### config.mk
export PLATFORM = sky130hd
export DESIGN_NAME = bch_decoder
export DESIGN_NICKNAME = d
export VERILOG_FILES = /design/src/rtl/bch_pkg.sv /design/src/rtl/bch_syndrome.sv /design/src/rtl/bch_decoder.sv
export SDC_FILE = /design/constraint.sdc
export NUM_CORES = 1
export LEC_CHECK = 0
export ABC_AREA = 1
export BUFFER_PORTS_ARGS = -buffer_cell sky130_fd_sc_hd__buf_4
export CAP_MARGIN = 10
export CORE_UTILIZATION = 40
export DETAILED_ROUTE_END_ITERATION = 8
export SLEW_MARGIN = 25
export SYNTH_ARGS = -nofsm -noshare
export SYNTH_HDL_FRONTEND = slang
export SYNTH_SLANG_ARGS = --single-unit
### constraint.sdc
create_clock -name clk -period 1.8 [get_ports clk]
set_input_delay 0.27 -clock clk [delete_from_list [all_inputs] [get_ports clk]]
set_output_delay 0.27 -clock clk [all_outputs]
set_load 0.1 [all_outputs]
### src/rtl/bch_pkg.sv
// rtl/bch_pkg.sv - shared (21,16) BCH/Hamming constants, result type and codeword helpers
package bch_pkg;

    localparam int CODE_W = 21;
    localparam int DATA_W = 16;
    localparam int SYN_W  = 5;

    // Highest syndrome that still names a bit inside the codeword
    localparam logic [SYN_W-1:0] SYN_MAX_CORR = 5'd21;

    typedef struct packed {
        logic [DATA_W-1:0] data;
        logic              corrected;
        logic              uncorrectable;
        logic [SYN_W-1:0]  syndrome;
    } bch_result_t;

    // Data bits sit at the non-power-of-two Hamming positions
    function automatic logic [DATA_W-1:0] bch_extract(input logic [CODE_W-1:0] code);
        return {code[20:16], code[14:8], code[6:4], code[2]};
    endfunction

    function automatic logic [SYN_W-1:0] bch_syndrome_of(input logic [CODE_W-1:0] code);
        logic [SYN_W-1:0] syn;
        syn = '0;
        for (int i = 0; i < CODE_W; i++) begin
            if (code[i]) begin
                syn = syn ^ SYN_W'(i + 1);
            end
        end
        return syn;
    endfunction

endpackage

### src/rtl/bch_syndrome.sv
// rtl/bch_syndrome.sv - combinational codeword to 5-bit syndrome
module bch_syndrome
    import bch_pkg::*;
(
    input  logic [20:0] code_i,
    output logic [4:0]  syndrome_o
);

    always_comb begin
        syndrome_o = bch_syndrome_of(code_i);
    end

endmodule

### src/rtl/bch_decoder.sv
// rtl/bch_decoder.sv - two-stage elastic (21,16) single-error-correcting decoder with statistics
module bch_decoder
    import bch_pkg::*;
#(
    parameter int CNT_W = 16
) (
    input  logic             clk,
    input  logic             rst_n,
    input  logic             in_valid,
    output logic             in_ready,
    input  logic [20:0]      code_in,
    output logic             out_valid,
    input  logic             out_ready,
    output logic [15:0]      data_out,
    output logic             err_corrected,
    output logic             err_uncorrectable,
    output logic [4:0]       syndrome_out,
    input  logic             stat_clear,
    output logic [CNT_W-1:0] cnt_words,
    output logic [CNT_W-1:0] cnt_corrected,
    output logic [CNT_W-1:0] cnt_uncorrectable
);

    logic              s1_valid_q, s1_valid_d;
    logic [CODE_W-1:0] s1_code_q, s1_code_d;
    logic [SYN_W-1:0]  s1_syn_q, s1_syn_d;
    logic [SYN_W-1:0]  syn_w;

    logic              s2_valid_q, s2_valid_d;
    bch_result_t       s2_q, s2_d;
    bch_result_t       fix_w;
    logic [CODE_W-1:0] flip_mask;

    logic [CNT_W-1:0]  words_q, words_d;
    logic [CNT_W-1:0]  corr_q, corr_d;
    logic [CNT_W-1:0]  unc_q, unc_d;

    logic              in_fire;
    logic              s2_load;
    logic              out_fire;

    bch_syndrome u_syndrome (
        .code_i     (code_in),
        .syndrome_o (syn_w)
    );

    // S1 frees itself in the same cycle it hands off, so in_ready depends on out_ready
    assign s2_load  = s1_valid_q && (!s2_valid_q || out_ready);
    assign in_ready = !s1_valid_q || s2_load;
    assign in_fire  = in_valid && in_ready;
    assign out_fire = s2_valid_q && out_ready;

    // One-hot flip mask; syndromes above 21 match no position and leave the word untouched
    always_comb begin
        flip_mask = '0;
        for (int i = 0; i < CODE_W; i++) begin
            flip_mask[i] = (s1_syn_q == SYN_W'(i + 1));
        end
        fix_w.data          = bch_extract(s1_code_q ^ flip_mask);
        fix_w.corrected     = (s1_syn_q != '0) && (s1_syn_q <= SYN_MAX_CORR);
        fix_w.uncorrectable = (s1_syn_q > SYN_MAX_CORR);
        fix_w.syndrome      = s1_syn_q;
    end

    always_comb begin
        s1_valid_d = s1_valid_q;
        s1_code_d  = s1_code_q;
        s1_syn_d   = s1_syn_q;
        if (in_fire) begin
            s1_valid_d = 1'b1;
            s1_code_d  = code_in;
            s1_syn_d   = syn_w;
        end else if (s2_load) begin
            s1_valid_d = 1'b0;
        end
    end

    always_comb begin
        s2_valid_d = s2_valid_q;
        s2_d       = s2_q;
        if (s2_load) begin
            s2_valid_d = 1'b1;
            s2_d       = fix_w;
        end else if (out_ready) begin
            s2_valid_d = 1'b0;
        end
    end

    always_comb begin
        words_d = words_q;
        corr_d  = corr_q;
        unc_d   = unc_q;
        if (stat_clear) begin
            words_d = '0;
            corr_d  = '0;
            unc_d   = '0;
        end else if (out_fire) begin
            if (words_q != '1) begin
                words_d = words_q + 1'b1;
            end
            if (s2_q.corrected && (corr_q != '1)) begin
                corr_d = corr_q + 1'b1;
            end
            if (s2_q.uncorrectable && (unc_q != '1)) begin
                unc_d = unc_q + 1'b1;
            end
        end
    end

    always_ff @(posedge clk) begin
        if (!rst_n) begin
            s1_valid_q <= 1'b0;
            s1_code_q  <= '0;
            s1_syn_q   <= '0;
            s2_valid_q <= 1'b0;
            s2_q       <= '0;
            words_q    <= '0;
            corr_q     <= '0;
            unc_q      <= '0;
        end else begin
            s1_valid_q <= s1_valid_d;
            s1_code_q  <= s1_code_d;
            s1_syn_q   <= s1_syn_d;
            s2_valid_q <= s2_valid_d;
            s2_q       <= s2_d;
            words_q    <= words_d;
            corr_q     <= corr_d;
            unc_q      <= unc_d;
        end
    end

    assign out_valid         = s2_valid_q;
    assign data_out          = s2_q.data;
    assign err_corrected     = s2_q.corrected;
    assign err_uncorrectable = s2_q.uncorrectable;
    assign syndrome_out      = s2_q.syndrome;
    assign cnt_words         = words_q;
    assign cnt_corrected     = corr_q;
    assign cnt_uncorrectable = unc_q;

endmodule

==> results of run 1 <==
-- state kept, by name, summed over array words and instances, names as in the netlist --
signal             count
cnt_corrected         16
cnt_uncorrectable     16
cnt_words             16
data_out              16
err_corrected          1
err_uncorrectable      1
out_valid              1
s1_code_q             16
s1_syn_q               5
s1_valid_q             1
syndrome_out           5
-- placed cells by master (no fill, tap or decap), types with 2 or more instances in the layout --
cell type,synthesis,final
sky130_fd_sc_hd__nand3b_1,2,2
sky130_fd_sc_hd__a21oi_2,3,3
sky130_fd_sc_hd__a211oi_1,3,3
sky130_fd_sc_hd__nor2_2,3,3
sky130_fd_sc_hd__nand3_2,2,2
sky130_fd_sc_hd__clkbuf_16,0,10
sky130_fd_sc_hd__nor2_1,86,86
sky130_fd_sc_hd__nand4_1,14,14
sky130_fd_sc_hd__nor3_1,14,14
sky130_fd_sc_hd__buf_4,2,114
sky130_fd_sc_hd__nand2_1,266,266
sky130_fd_sc_hd__buf_12,0,2
sky130_fd_sc_hd__nand2_2,3,3
sky130_fd_sc_hd__dfxtp_4,0,8
sky130_fd_sc_hd__o221ai_1,12,12
sky130_fd_sc_hd__dfxtp_2,0,43
sky130_fd_sc_hd__nand2_4,2,2
sky130_fd_sc_hd__inv_2,5,5
sky130_fd_sc_hd__xnor2_1,17,17
sky130_fd_sc_hd__bufinv_16,0,2
sky130_fd_sc_hd__dfxtp_1,94,43
sky130_fd_sc_hd__a21oi_1,63,63
sky130_fd_sc_hd__xor2_1,29,29
sky130_fd_sc_hd__inv_1,90,90
sky130_fd_sc_hd__o21ai_0,39,39
sky130_fd_sc_hd__nand3_1,48,47
sky130_fd_sc_hd__ha_1,3,3
-- final timing paths --
path / from / end / slack (ns)
max: cnt_words[1]$_SDFFE_PP0P_ / cnt_words[5]$_SDFFE_PP0P_ / 0.22
min: code_in[8] / s1_code_q[8]$_SDFFE_PN0P_ / 0.22
max reg2reg: cnt_words[1]$_SDFFE_PP0P_ / cnt_words[5]$_SDFFE_PP0P_ / 0.22
min reg2reg: s1_code_q[16]$_SDFFE_PN0P_ / s1_code_q[16]$_SDFFE_PN0P_ / 0.46
-- metrics by stage --
step	instance area, um2	setup slack [ns]	std cells
6_report	6790	0.224	1113
5_1_grt	6790	0.0567	1113
4_1_cts	6790	0.212	1113
3_5_place_dp	6460	0.228	1097
3_3_place_gp	6460	0.271	1097
2_1_floorplan	5500	0.00285	831
-- where the power goes --
group          total (W)  leakage (nW)  switching (W)  internal, W
sequential       0.00222         0.795      0.0000676      0.00215
clock            0.00212         0.161       0.000815      0.00130
combinational   0.000875          2.08       0.000624     0.000251
total            0.00521          3.04        0.00151      0.00370
-- cell families after synthesis --
kind of cell    Yosys count
xor+xnor                 46
simple gates            445
compound gates          121
buf+inv                 122
fa+ha+maj                 3
flops                    94
-- metal layers --
metal  vias to the layer above  track usage, %  part of all wire (%)
li1                       2857               -                     -
met2                        76            33.8                    48
met5                         -               0                     0
met3                        11            4.44                   2.8
met1                      2288            26.4                    48
met4                         0            5.93                   1.3
-- worst max-delay path: cells and delay by family, from the launching register on --
kind                       cells  cell delay [ns]
AOI/OAI and AO/OA              1             0.13
adders and majority gates      1             0.24
buffers and inverters          1             0.17
DFF                            1             0.37
and+or+nand+nor                5             0.59
-- cell type report --
cell class,count,area [um2]
fill,1389,6400
multi-input combinational,615,3010
sequential,94,1970
timing repair buffer,116,896
inverter,96,360
clock buffer,11,254
tap,176,220
clock inverter,5,78.8
==> run_summary.xml, run 1 <==
<?xml version="1.0" encoding="UTF-8"?>
<metrics>
  <group name="finish">
    <metric name="insertedDiodeCount" unit="">0</metric>
    <metric name="fraction_of_the_core_area_covered_by_cells_at_the_end_of_the_flow" unit="%">51.5</metric>
    <metric name="post_route_cells_drive_above_1_share" unit="%">22.0</metric>
    <metric name="finish.net_count" unit="">961</metric>
    <metric name="area_delta_synth_final" unit="%">25.7</metric>
  </group>
  <group name="worst_setup_path">
    <metric name="critical-path-slowest-cell" unit="">sky130_fd_sc_hd__dfxtp_4</metric>
    <metric name="critPathLaunchType" unit="">flip-flop</metric>
    <metric name="required_time_of_the_critical_path" unit="ns">2.07</metric>
    <metric name="criticalPathCategory" unit="">reg2reg</metric>
    <metric name="worstSetupEndpointType" unit="">flip-flop</metric>
    <metric name="crit_fanout" unit="">13</metric>
    <metric name="max_stage_delay" unit="ns">0.37</metric>
    <metric name="worstPathCellList" unit="">ha_1, nand3_2, nor2_2, nand3_2, nand2_4, buf_4, nand2_1, a21oi_1</metric>
    <metric name="path_common_cell" unit="">sky130_fd_sc_hd__nand3_2</metric>
    <metric name="cp_data_arrival_time" unit="ns">1.84</metric>
    <metric name="timing.reg2reg.worst_path_depth" unit="">8</metric>
  </group>
  <group name="detailed_routing">
    <metric name="wire_per_inst" unit="um">12.3</metric>
    <metric name="num_vias" unit="">5232</metric>
    <metric name="antenna_nets_post_route" unit="">0</metric>
    <metric name="routed_wirelength" unit="um">13700</metric>
    <metric name="number_of_drc_violations_after_detailed_routing" unit="">0</metric>
    <metric name="via_per_inst" unit="">4.70</metric>
    <metric name="detail_route.iter0.violations" unit="">246</metric>
    <metric name="count_of_tritonroute_iterations_in_the_first_routing_pass" unit="">4</metric>
  </group>
  <group name="grt">
    <metric name="grt_use_total" unit="%">20.3</metric>
    <metric name="antenna_found_initial" unit="">0</metric>
    <metric name="grt_pass1_vias" unit="">4680</metric>
    <metric name="grt_start_max_net_pins" unit="">39</metric>
    <metric name="gr-total-overflow" unit="">0</metric>
    <metric name="wire_length_of_the_first_global_routing_pass" unit="um">22700</metric>
  </group>
  <group name="logic_synthesis">
    <metric name="number_of_synthesized_flops_with_an_enable_pin" unit="">0</metric>
    <metric name="dominant_combinational_cell_family_by_area_after_synthesis" unit="">simple AND/OR/NAND/NOR gates</metric>
    <metric name="netlist_area" unit="mm2">0.00540</metric>
    <metric name="synth-async-reset-ratio" unit="%">0</metric>
    <metric name="number_of_cells_produced_by_synthesis" unit="">831</metric>
    <metric name="synth_seq_area_share" unit="%">34.8</metric>
    <metric name="post_synth_main_area_contributors" unit="">sky130_fd_sc_hd__dfxtp_1 (35%), sky130_fd_sc_hd__nand2_1 (18%), sky130_fd_sc_hd__inv_1 (6.3%)</metric>
    <metric name="synth_mux_area_share" unit="%">0</metric>
    <metric name="count_of_cell_types_in_the_netlist" unit="">34</metric>
    <metric name="synthAdderAreaFrac" unit="%">0.695</metric>
    <metric name="most_instantiated_library_cell_after_synthesis" unit="">sky130_fd_sc_hd__nand2_1</metric>
    <metric name="synthTopCellsByCount" unit="">sky130_fd_sc_hd__nand2_1 (266), sky130_fd_sc_hd__dfxtp_1 (94), sky130_fd_sc_hd__inv_1 (90), sky130_fd_sc_hd__nor2_1 (86), sky130_fd_sc_hd__a21oi_1 (63)</metric>
    <metric name="yosys_warnings" unit="">0</metric>
    <metric name="yosys.area_share.simple" unit="%">34.8</metric>
    <metric name="postSynth.topFlopCell" unit="">sky130_fd_sc_hd__dfxtp_1</metric>
    <metric name="synth_xor_area_share" unit="%">7.46</metric>
    <metric name="synth-compound-area-share" unit="%">12.6</metric>
    <metric name="synth.top_cell.area_share" unit="%">34.8</metric>
    <metric name="synth_top_cell_by_area" unit="">sky130_fd_sc_hd__dfxtp_1</metric>
    <metric name="synth-seq-cells" unit="">94</metric>
    <metric name="postSynthNetCount" unit="">860</metric>
    <metric name="synthesized_area_divided_by_synthesized_cell_count" unit="um2">6.50</metric>
  </group>
  <group name="floorplan">
    <metric name="std_cell_rows" unit="">42</metric>
    <metric name="die_h" unit="um">118</metric>
    <metric name="initial_core_util" unit="%">40.9</metric>
    <metric name="core_area" unit="mm2">0.0132</metric>
    <metric name="io-pin-count" unit="">99</metric>
    <metric name="fp.dieArea" unit="mm2">0.0140</metric>
    <metric name="die_width" unit="um">118</metric>
  </group>
  <group name="timing">
    <metric name="time_the_worst_path_needs_with_i_o_delays_and_setup" unit="ns">1.58</metric>
    <metric name="min_period_over_period" unit="%">87.6</metric>
    <metric name="max_clock_freq" unit="MHz">634</metric>
    <metric name="worst_clock_skew" unit="ns">0.00688</metric>
    <metric name="tightestPinTransition" unit="ns">0.413</metric>
    <metric name="fin_worst_hold_slack" unit="ns">0.219</metric>
    <metric name="final-setup-viol-count" unit="">0</metric>
    <metric name="relSlewSlack" unit="%">72.3</metric>
    <metric name="totalNegativeSetupSlack" unit="ns">0</metric>
    <metric name="final_report_hold_violation_count" unit="">0</metric>
    <metric name="slew_viol_final" unit="">0</metric>
    <metric name="grt_setup_unrepaired" unit="">no</metric>
  </group>
  <group name="run_status">
    <metric name="run_status" unit="">complete, no violations</metric>
  </group>
  <group name="clocking">
    <metric name="postCtsSetupBuffers" unit="">0</metric>
    <metric name="cts_resized" unit="">0</metric>
    <metric name="clk_path_buf_depth" unit="">2</metric>
    <metric name="cts_max_level" unit="">3</metric>
    <metric name="clock_sink_count" unit="">94</metric>
    <metric name="post_cts_hold_buffer_count" unit="">0</metric>
    <metric name="clkLatencyLatePin" unit="ns">0.34</metric>
    <metric name="clock-root-buffer" unit="">sky130_fd_sc_hd__clkbuf_16</metric>
    <metric name="clock_slew_at_reported_path_ffs" unit="ns">0.07</metric>
    <metric name="cts_inserted_buffers" unit="">9</metric>
    <metric name="tritoncts" unit="">yes</metric>
  </group>
  <group name="power_and_ir_drop">
    <metric name="p_per_area" unit="mW/mm2">767</metric>
    <metric name="p_leak" unit="nW">3.04</metric>
    <metric name="power" unit="W">0.00521</metric>
    <metric name="ir_worst_vdd" unit="mV">0.437</metric>
  </group>
  <group name="placed_design">
    <metric name="dpl.hpwl" unit="um">10500</metric>
    <metric name="place.gp.congestion" unit="">0.864</metric>
    <metric name="buffer_ports.inserted" unit="">98</metric>
  </group>
  <group name="hold_path">
    <metric name="hold_path.class" unit="">in2reg</metric>
    <metric name="hold_path_depth" unit="">3</metric>
  </group>
  <group name="run">
    <metric name="number_of_maximum_capacitance_constraint_violations" unit="">0</metric>
  </group>
</metrics>
Power figures use the tool's default switching activity.
==> run 2, diff against run 1 <==
- BUFFER_PORTS_ARGS: -buffer_cell sky130_fd_sc_hd__buf_4 -> not set
- DONT_BUFFER_PORTS: not set -> 1
- SKIP_CTS_REPAIR_TIMING: not set -> 1
==> run 2 against run 1 <==
  * Global-route usage is 0.058 points higher
  * Sequential power is essentially flat
  * Fmax decreased by 4.1%
  * Critical path depth down 1
  * Sequential share of layout area up 1.1 points
  * Clock-buffer cell count decreased by 1
  * Die area did not move
  * Utilization shrank 2.0 points
  * Worst setup slack lost 0.067 ns
  * Clock skew about the same
  * Wire length rose by 2.6%
  * Critical path type unchanged
  * Critical endpoint is now cnt_corrected[13]$_SDFFE_PP0P_
==> run_summary.xml, run 2 (synthesis gave the netlist of run 1 again) <==
<?xml version="1.0" encoding="UTF-8"?>
<metrics>
  <group name="floorplan">
    <metric name="initial_core_util" unit="%">40.9</metric>
    <metric name="die_h" unit="um">118</metric>
    <metric name="fp.dieArea" unit="mm2">0.0140</metric>
    <metric name="io-pin-count" unit="">99</metric>
    <metric name="die_width" unit="um">118</metric>
    <metric name="core_area" unit="mm2">0.0132</metric>
    <metric name="std_cell_rows" unit="">42</metric>
  </group>
  <group name="detailed_routing">
    <metric name="via_per_inst" unit="">4.89</metric>
    <metric name="routed_wirelength" unit="um">14000</metric>
    <metric name="detail_route.iter0.violations" unit="">247</metric>
    <metric name="wire_per_inst" unit="um">13.0</metric>
    <metric name="number_of_drc_violations_after_detailed_routing" unit="">0</metric>
    <metric name="num_vias" unit="">5291</metric>
    <metric name="count_of_tritonroute_iterations_in_the_first_routing_pass" unit="">6</metric>
    <metric name="antenna_nets_post_route" unit="">0</metric>
  </group>
  <group name="worst_setup_path">
    <metric name="path_common_cell" unit="">sky130_fd_sc_hd__nand3_1</metric>
    <metric name="worstPathCellList" unit="">buf_4, nand3_1, nor2_1, nand3_1, xor2_1, nand2_1, a21oi_2</metric>
    <metric name="criticalPathCategory" unit="">reg2reg</metric>
    <metric name="worstSetupEndpointType" unit="">flip-flop</metric>
    <metric name="critPathLaunchType" unit="">flip-flop</metric>
    <metric name="max_stage_delay" unit="ns">0.34</metric>
    <metric name="ff2ff_setup_slack" unit="ns">0.16</metric>
    <metric name="required_time_of_the_critical_path" unit="ns">2.08</metric>
    <metric name="critical-path-slowest-cell" unit="">sky130_fd_sc_hd__dfxtp_4</metric>
    <metric name="cp_data_arrival_time" unit="ns">1.93</metric>
    <metric name="timing.critical_path.from" unit="">cnt_corrected[0]$_SDFFE_PP0P_</metric>
    <metric name="crit_fanout" unit="">5</metric>
    <metric name="timing.rr.start" unit="">cnt_corrected[0]$_SDFFE_PP0P_</metric>
  </group>
  <group name="timing">
    <metric name="min_period_over_period" unit="%">91.3</metric>
    <metric name="relSlewSlack" unit="%">68.0</metric>
    <metric name="slew_viol_final" unit="">0</metric>
    <metric name="setup_ws" unit="ns">0.156</metric>
    <metric name="final_report_hold_violation_count" unit="">0</metric>
    <metric name="final-setup-viol-count" unit="">0</metric>
    <metric name="time_the_worst_path_needs_with_i_o_delays_and_setup" unit="ns">1.64</metric>
    <metric name="totalNegativeSetupSlack" unit="ns">0</metric>
    <metric name="grt_setup_unrepaired" unit="">no</metric>
    <metric name="tightestPinTransition" unit="ns">0.479</metric>
    <metric name="worst_clock_skew" unit="ns">0.00717</metric>
    <metric name="max_clock_freq" unit="MHz">608</metric>
  </group>
  <group name="grt">
    <metric name="groute.layer.met2.usage" unit="%">34.7</metric>
    <metric name="grt_util_met3" unit="%">4.68</metric>
    <metric name="gr-max-usage-layer" unit="">met2</metric>
    <metric name="grt_use_total" unit="%">20.4</metric>
    <metric name="wire_length_of_the_first_global_routing_pass" unit="um">22900</metric>
    <metric name="grt_start_max_net_pins" unit="">42</metric>
    <metric name="antenna_found_initial" unit="">0</metric>
    <metric name="gr-total-overflow" unit="">0</metric>
    <metric name="grt_pass1_vias" unit="">4682</metric>
    <metric name="gr-usage-met1" unit="%">25.1</metric>
  </group>
  <group name="finish">
    <metric name="filler_cell_count" unit="">1347</metric>
    <metric name="layout.cells.most_common_list" unit="">sky130_fd_sc_hd__nand2_1 (266), sky130_fd_sc_hd__inv_1 (90), sky130_fd_sc_hd__nor2_1 (86)</metric>
    <metric name="post_route_cells_drive_above_1_share" unit="%">19.4</metric>
    <metric name="finish.net_count" unit="">931</metric>
    <metric name="area_delta_synth_final" unit="%">20.9</metric>
    <metric name="insertedDiodeCount" unit="">0</metric>
    <metric name="mostFrequentLayoutCell" unit="">sky130_fd_sc_hd__nand2_1</metric>
  </group>
  <group name="placed_design">
    <metric name="buffer_ports.inserted" unit="">0</metric>
    <metric name="placement.setup.worst_slack" unit="ns">0.159</metric>
    <metric name="dpl.hpwl" unit="um">10400</metric>
    <metric name="place.gp.congestion" unit="">0.840</metric>
  </group>
  <group name="run">
    <metric name="number_of_maximum_capacitance_constraint_violations" unit="">0</metric>
  </group>
  <group name="power_and_ir_drop">
    <metric name="combinationalPowerShare" unit="%">15.5</metric>
    <metric name="power_frac_seq" unit="%">43.3</metric>
    <metric name="p_per_area" unit="mW/mm2">781</metric>
    <metric name="p_switching" unit="W">0.00152</metric>
    <metric name="switching_share" unit="%">29.8</metric>
    <metric name="clock_power_share" unit="%">41.2</metric>
    <metric name="ir_worst_vdd" unit="mV">0.542</metric>
    <metric name="internal_cell_power" unit="W">0.00358</metric>
    <metric name="p_leak" unit="nW">2.89</metric>
  </group>
  <group name="clocking">
    <metric name="clock-root-buffer" unit="">sky130_fd_sc_hd__clkbuf_16</metric>
    <metric name="cts_inserted_buffers" unit="">9</metric>
    <metric name="clock_sink_count" unit="">94</metric>
    <metric name="clock_slew_at_reported_path_ffs" unit="ns">0.07</metric>
    <metric name="tritoncts" unit="">yes</metric>
    <metric name="clk_path_buf_depth" unit="">2</metric>
    <metric name="clkLatencyLatePin" unit="ns">0.35</metric>
    <metric name="cts_max_level" unit="">3</metric>
  </group>
  <group name="hold_path">
    <metric name="hold_path.class" unit="">in2reg</metric>
    <metric name="hold_path_startpoint" unit="">rst_n</metric>
  </group>
  <group name="run_status">
    <metric name="run_status" unit="">complete, no violations</metric>
  </group>
</metrics>
[run 2: cell types whose count changed in the layout (fill, tap and decap cells not counted)]
cell,before,now
sky130_fd_sc_hd__buf_4,114,85
sky130_fd_sc_hd__clkinv_4,0,1
sky130_fd_sc_hd__clkinv_2,1,0
sky130_fd_sc_hd__clkinvlp_4,1,0
sky130_fd_sc_hd__inv_4,1,2
sky130_fd_sc_hd__inv_8,0,1
sky130_fd_sc_hd__buf_6,0,1
sky130_fd_sc_hd__buf_12,2,0
sky130_fd_sc_hd__clkbuf_16,10,9
[run 2: path summary, 6_finish.rpt]
path	end	cells past startpoint
setup / recovery	cnt_corrected[13]$_SDFFE_PP0P_	7
hold reg to reg	s1_code_q[17]$_SDFFE_PN0P_	2
setup reg to reg	cnt_corrected[13]$_SDFFE_PP0P_	7
hold / removal	s1_syn_q[3]$_SDFFE_PN0P_	2
[run 2: power groups by stage]
stage	clock network [W]	logic, W	registers (W)
after floorplan	0	0.000368	0.00253
after global placement	0	0.000786	0.00226
after detailed placement	0	0.000794	0.00226
after CTS	0.00214	0.000796	0.00221
after global routing	0.00221	0.000860	0.00222
final	0.00210	0.000790	0.00221
[run 2: per-stage QoR]
step / util (%) / total power [W] / hold slack [ns] / std cells / area, um2
3_3_place_gp: 47.0 / 0.00304 / 0.373 / 1067 / 6210
3_5_place_dp: 47.0 / 0.00305 / 0.377 / 1067 / 6210
4_1_cts: 49.5 / 0.00515 / 0.00899 / 1083 / 6530
2_1_floorplan: - / 0.00289 / 0.408 / 831 / 5500
5_1_grt: 49.5 / 0.00529 / 0.0120 / 1083 / 6530
6_report: 49.5 / 0.00510 / 0.0238 / 1083 / 6530
[run 2: worst max-delay path, delay by kind of cell (launching register included)]
| kind | cells | cell delay [ns] |
|---|---|---|
| simple gates | 4 | 0.65 |
| buf+inv | 1 | 0.30 |
| compound gates | 1 | 0.11 |
| flops | 1 | 0.34 |
| xor+xnor | 1 | 0.17 |
[run 2: final cells by class]
cell class                 count  area [um2]  area share [%]
clock buffer                  10         229            3.51
clock inverter                 6        92.6            1.42
inverter                      96         360            5.52
multi-input combinational    615        3010            46.1
sequential                    94        1970            30.1
tap                          176         220            3.37
timing repair buffer          86         649            9.94
[run 2: layer usage]
metal | wire length, um | share of wire, %
met3 | 780 | 5.6
met4 | 192 | 1.4
met5 | 0 | 0
met2 | 6720 | 48
met1 | 6350 | 45
==> run 3, diff against run 2 <==
- CORE_ASPECT_RATIO: not set -> 2
==> run 3 against run 2 <==
  * The run now ends with design-rule violations left
  * Critical endpoint is now cnt_words[15]$_SDFFE_PP0P_
  * Non-clock buffer count increased by 5
  * Critical path type unchanged
  * Wire length increased by 7.8%
  * Cell count decreased by 1.8%
  * First-iteration DRC count decreased by 38%
  * Utilization increased by 0.20 points
==> run_summary.xml, run 3 (synthesis gave the netlist of run 1 again) <==
<?xml version="1.0" encoding="UTF-8"?>
<metrics>
  <group name="worst_setup_path">
    <metric name="worstSetupEndpointType" unit="">flip-flop</metric>
    <metric name="path_common_cell" unit="">sky130_fd_sc_hd__nand2_1</metric>
    <metric name="critical-path-slowest-cell" unit="">sky130_fd_sc_hd__dfxtp_4</metric>
    <metric name="max_stage_delay" unit="ns">0.34</metric>
    <metric name="number_of_buffers_and_inverters_on_the_critical_path" unit="">2</metric>
    <metric name="critPathTopFamily" unit="">simple AND/OR/NAND/NOR gates</metric>
    <metric name="critPathLaunchType" unit="">flip-flop</metric>
    <metric name="crit_fanout" unit="">4</metric>
    <metric name="criticalPathCategory" unit="">reg2reg</metric>
    <metric name="cp_data_arrival_time" unit="ns">1.85</metric>
    <metric name="worstPathCellList" unit="">buf_4, nand3_1, inv_1, nand2_1, nor2_1, xor2_1, nand2_1, a21oi_1</metric>
    <metric name="required_time_of_the_critical_path" unit="ns">2.06</metric>
  </group>
  <group name="run_status">
    <metric name="failed_checks" unit="">design-rule violations</metric>
    <metric name="run_status" unit="">finished, violations left</metric>
  </group>
  <group name="grt">
    <metric name="grt_use_total" unit="%">22.1</metric>
    <metric name="wire_length_of_the_first_global_routing_pass" unit="um">24200</metric>
    <metric name="grt_pass1_vias" unit="">5021</metric>
    <metric name="antenna_found_initial" unit="">0</metric>
    <metric name="gr-total-overflow" unit="">0</metric>
    <metric name="grt_start_max_net_pins" unit="">42</metric>
  </group>
  <group name="detailed_routing">
    <metric name="count_of_tritonroute_iterations_in_the_first_routing_pass" unit="">7</metric>
    <metric name="detail_route.iter0.violations" unit="">153</metric>
    <metric name="via_per_inst" unit="">5.03</metric>
    <metric name="num_vias" unit="">5349</metric>
    <metric name="antenna_nets_post_route" unit="">0</metric>
    <metric name="number_of_drc_violations_after_detailed_routing" unit="">10</metric>
    <metric name="wire_per_inst" unit="um">14.2</metric>
    <metric name="routed_wirelength" unit="um">15100</metric>
  </group>
  <group name="finish">
    <metric name="post_route_cells_drive_above_1_share" unit="%">20.0</metric>
    <metric name="mostFrequentLayoutCell" unit="">sky130_fd_sc_hd__nand2_1</metric>
    <metric name="insertedDiodeCount" unit="">0</metric>
    <metric name="layout.cells.most_common_list" unit="">sky130_fd_sc_hd__nand2_1 (266), sky130_fd_sc_hd__buf_4 (91), sky130_fd_sc_hd__inv_1 (90)</metric>
    <metric name="area_delta_synth_final" unit="%">20.3</metric>
    <metric name="post_route_cell_area" unit="mm2">0.00650</metric>
    <metric name="fraction_of_the_core_area_covered_by_cells_at_the_end_of_the_flow" unit="%">49.7</metric>
    <metric name="finish.net_count" unit="">936</metric>
  </group>
  <group name="placed_design">
    <metric name="buffer_ports.inserted" unit="">0</metric>
    <metric name="dpl-instance-area" unit="mm2">0.00621</metric>
    <metric name="dpl.hpwl" unit="um">12000</metric>
    <metric name="place.gp.congestion" unit="">0.891</metric>
  </group>
  <group name="power_and_ir_drop">
    <metric name="p_switching" unit="W">0.00149</metric>
    <metric name="ir_worst_vdd" unit="mV">0.433</metric>
    <metric name="combinationalPowerShare" unit="%">16.6</metric>
    <metric name="p_per_area" unit="mW/mm2">743</metric>
    <metric name="switching_share" unit="%">30.8</metric>
    <metric name="p_leak" unit="nW">2.89</metric>
    <metric name="power_frac_seq" unit="%">45.7</metric>
    <metric name="internal_cell_power" unit="W">0.00334</metric>
    <metric name="clock_power_share" unit="%">37.7</metric>
  </group>
  <group name="clocking">
    <metric name="tritoncts" unit="">yes</metric>
    <metric name="clk_path_buf_depth" unit="">2</metric>
    <metric name="clock-root-buffer" unit="">sky130_fd_sc_hd__clkbuf_16</metric>
    <metric name="cts_inserted_buffers" unit="">9</metric>
    <metric name="clock_slew_at_reported_path_ffs" unit="ns">0.07</metric>
    <metric name="cts_max_level" unit="">3</metric>
    <metric name="clkLatencyLatePin" unit="ns">0.34</metric>
    <metric name="clock_sink_count" unit="">94</metric>
  </group>
  <group name="timing">
    <metric name="worst_clock_skew" unit="ns">0.00545</metric>
    <metric name="slew_viol_final" unit="">0</metric>
    <metric name="min_period_over_period" unit="%">88.4</metric>
    <metric name="time_the_worst_path_needs_with_i_o_delays_and_setup" unit="ns">1.59</metric>
    <metric name="max_clock_freq" unit="MHz">628</metric>
    <metric name="totalNegativeSetupSlack" unit="ns">0</metric>
    <metric name="grt_setup_unrepaired" unit="">no</metric>
    <metric name="final-setup-viol-count" unit="">0</metric>
    <metric name="final_report_hold_violation_count" unit="">0</metric>
    <metric name="relSlewSlack" unit="%">65.7</metric>
    <metric name="tightestPinTransition" unit="ns">0.514</metric>
  </group>
  <group name="floorplan">
    <metric name="die_h" unit="um">166</metric>
    <metric name="std_cell_rows" unit="">59</metric>
    <metric name="die_width" unit="um">84.2</metric>
    <metric name="io-pin-count" unit="">99</metric>
    <metric name="fp.dieArea" unit="mm2">0.0140</metric>
    <metric name="initial_core_util" unit="%">41.3</metric>
    <metric name="core_area" unit="mm2">0.0131</metric>
  </group>
  <group name="hold_path">
    <metric name="hold_path.class" unit="">in2reg</metric>
  </group>
  <group name="run">
    <metric name="number_of_maximum_capacitance_constraint_violations" unit="">0</metric>
  </group>
</metrics>
==> run 3: cell count changes in the layout (fill, tap and decap cells not counted) <==
cell / change
sky130_fd_sc_hd__buf_4: +6
sky130_fd_sc_hd__buf_6: -1
sky130_fd_sc_hd__bufinv_16: -2
sky130_fd_sc_hd__clkbuf_1: -1
sky130_fd_sc_hd__clkbuf_8: +1
sky130_fd_sc_hd__clkinv_2: +1
sky130_fd_sc_hd__clkinv_4: +1
sky130_fd_sc_hd__inv_6: +1
sky130_fd_sc_hd__inv_8: -1
==> run 3: worst paths after layout <==
path	start	endpoint	slack (ns)	cells after the start
max	cnt_words[1]$_SDFFE_PP0P_	cnt_words[15]$_SDFFE_PP0P_	0.21	8
min	rst_n	s1_syn_q[3]$_SDFFE_PN0P_	0.04	2
max reg2reg	cnt_words[1]$_SDFFE_PP0P_	cnt_words[15]$_SDFFE_PP0P_	0.21	8
min reg2reg	s1_code_q[19]$_SDFFE_PN0P_	s1_code_q[19]$_SDFFE_PN0P_	0.47	2
==> run 3: power by group through the flow <==
stage,clock [W],combinational [W],sequential [W]
after floorplan,0,0.000368,0.00253
after global placement,0,0.000801,0.00225
after detailed placement,0,0.000806,0.00225
after CTS,0.00188,0.000808,0.00221
after global routing,0.00197,0.000869,0.00222
final,0.00182,0.000800,0.00221
==> run 3: stage by stage <==
stage / total power (W) / cells / setup WS, ns / hold slack (ns)
after global routing: 0.00505 / 1064 / 0.0639 / 0.0394
after detailed placement: 0.00306 / 1048 / 0.211 / 0.380
after floorplan: 0.00289 / 831 / 0.00285 / 0.408
after CTS: 0.00490 / 1064 / 0.199 / 0.0253
final: 0.00482 / 1064 / 0.208 / 0.0382
after global placement: 0.00305 / 1048 / 0.241 / 0.375
==> run 3: cell type report <==
class | count | area [um2]
Clock buffer | 10 | 239
Clock inverter | 6 | 43.8
Fill cell | 1350 | 6570
Inverter | 96 | 360
Multi-Input combinational cell | 615 | 3010
Sequential cell | 94 | 1970
Tap cell | 152 | 190
Timing Repair Buffer | 91 | 683
==> run 3: routing by layer <==
layer,up-vias,share of wire [%],track usage (%),wire length (um)
met5,-,0,0,0
met4,0,3.5,10.9,534
met3,27,3.6,3.73,543
met2,115,59,45.7,8870
met1,2403,34,19.7,5200
li1,2804,-,-,-
==> run 3: worst register-to-register path: stages, from the launching register on <==
cell	delay, ns
sky130_fd_sc_hd__dfxtp_4	0.34
sky130_fd_sc_hd__buf_4	0.30
sky130_fd_sc_hd__nand3_1	0.21
sky130_fd_sc_hd__inv_1	0.11
sky130_fd_sc_hd__nand2_1	0.09
sky130_fd_sc_hd__nor2_1	0.14
sky130_fd_sc_hd__xor2_1	0.15
sky130_fd_sc_hd__nand2_1	0.06
sky130_fd_sc_hd__a21oi_1	0.11
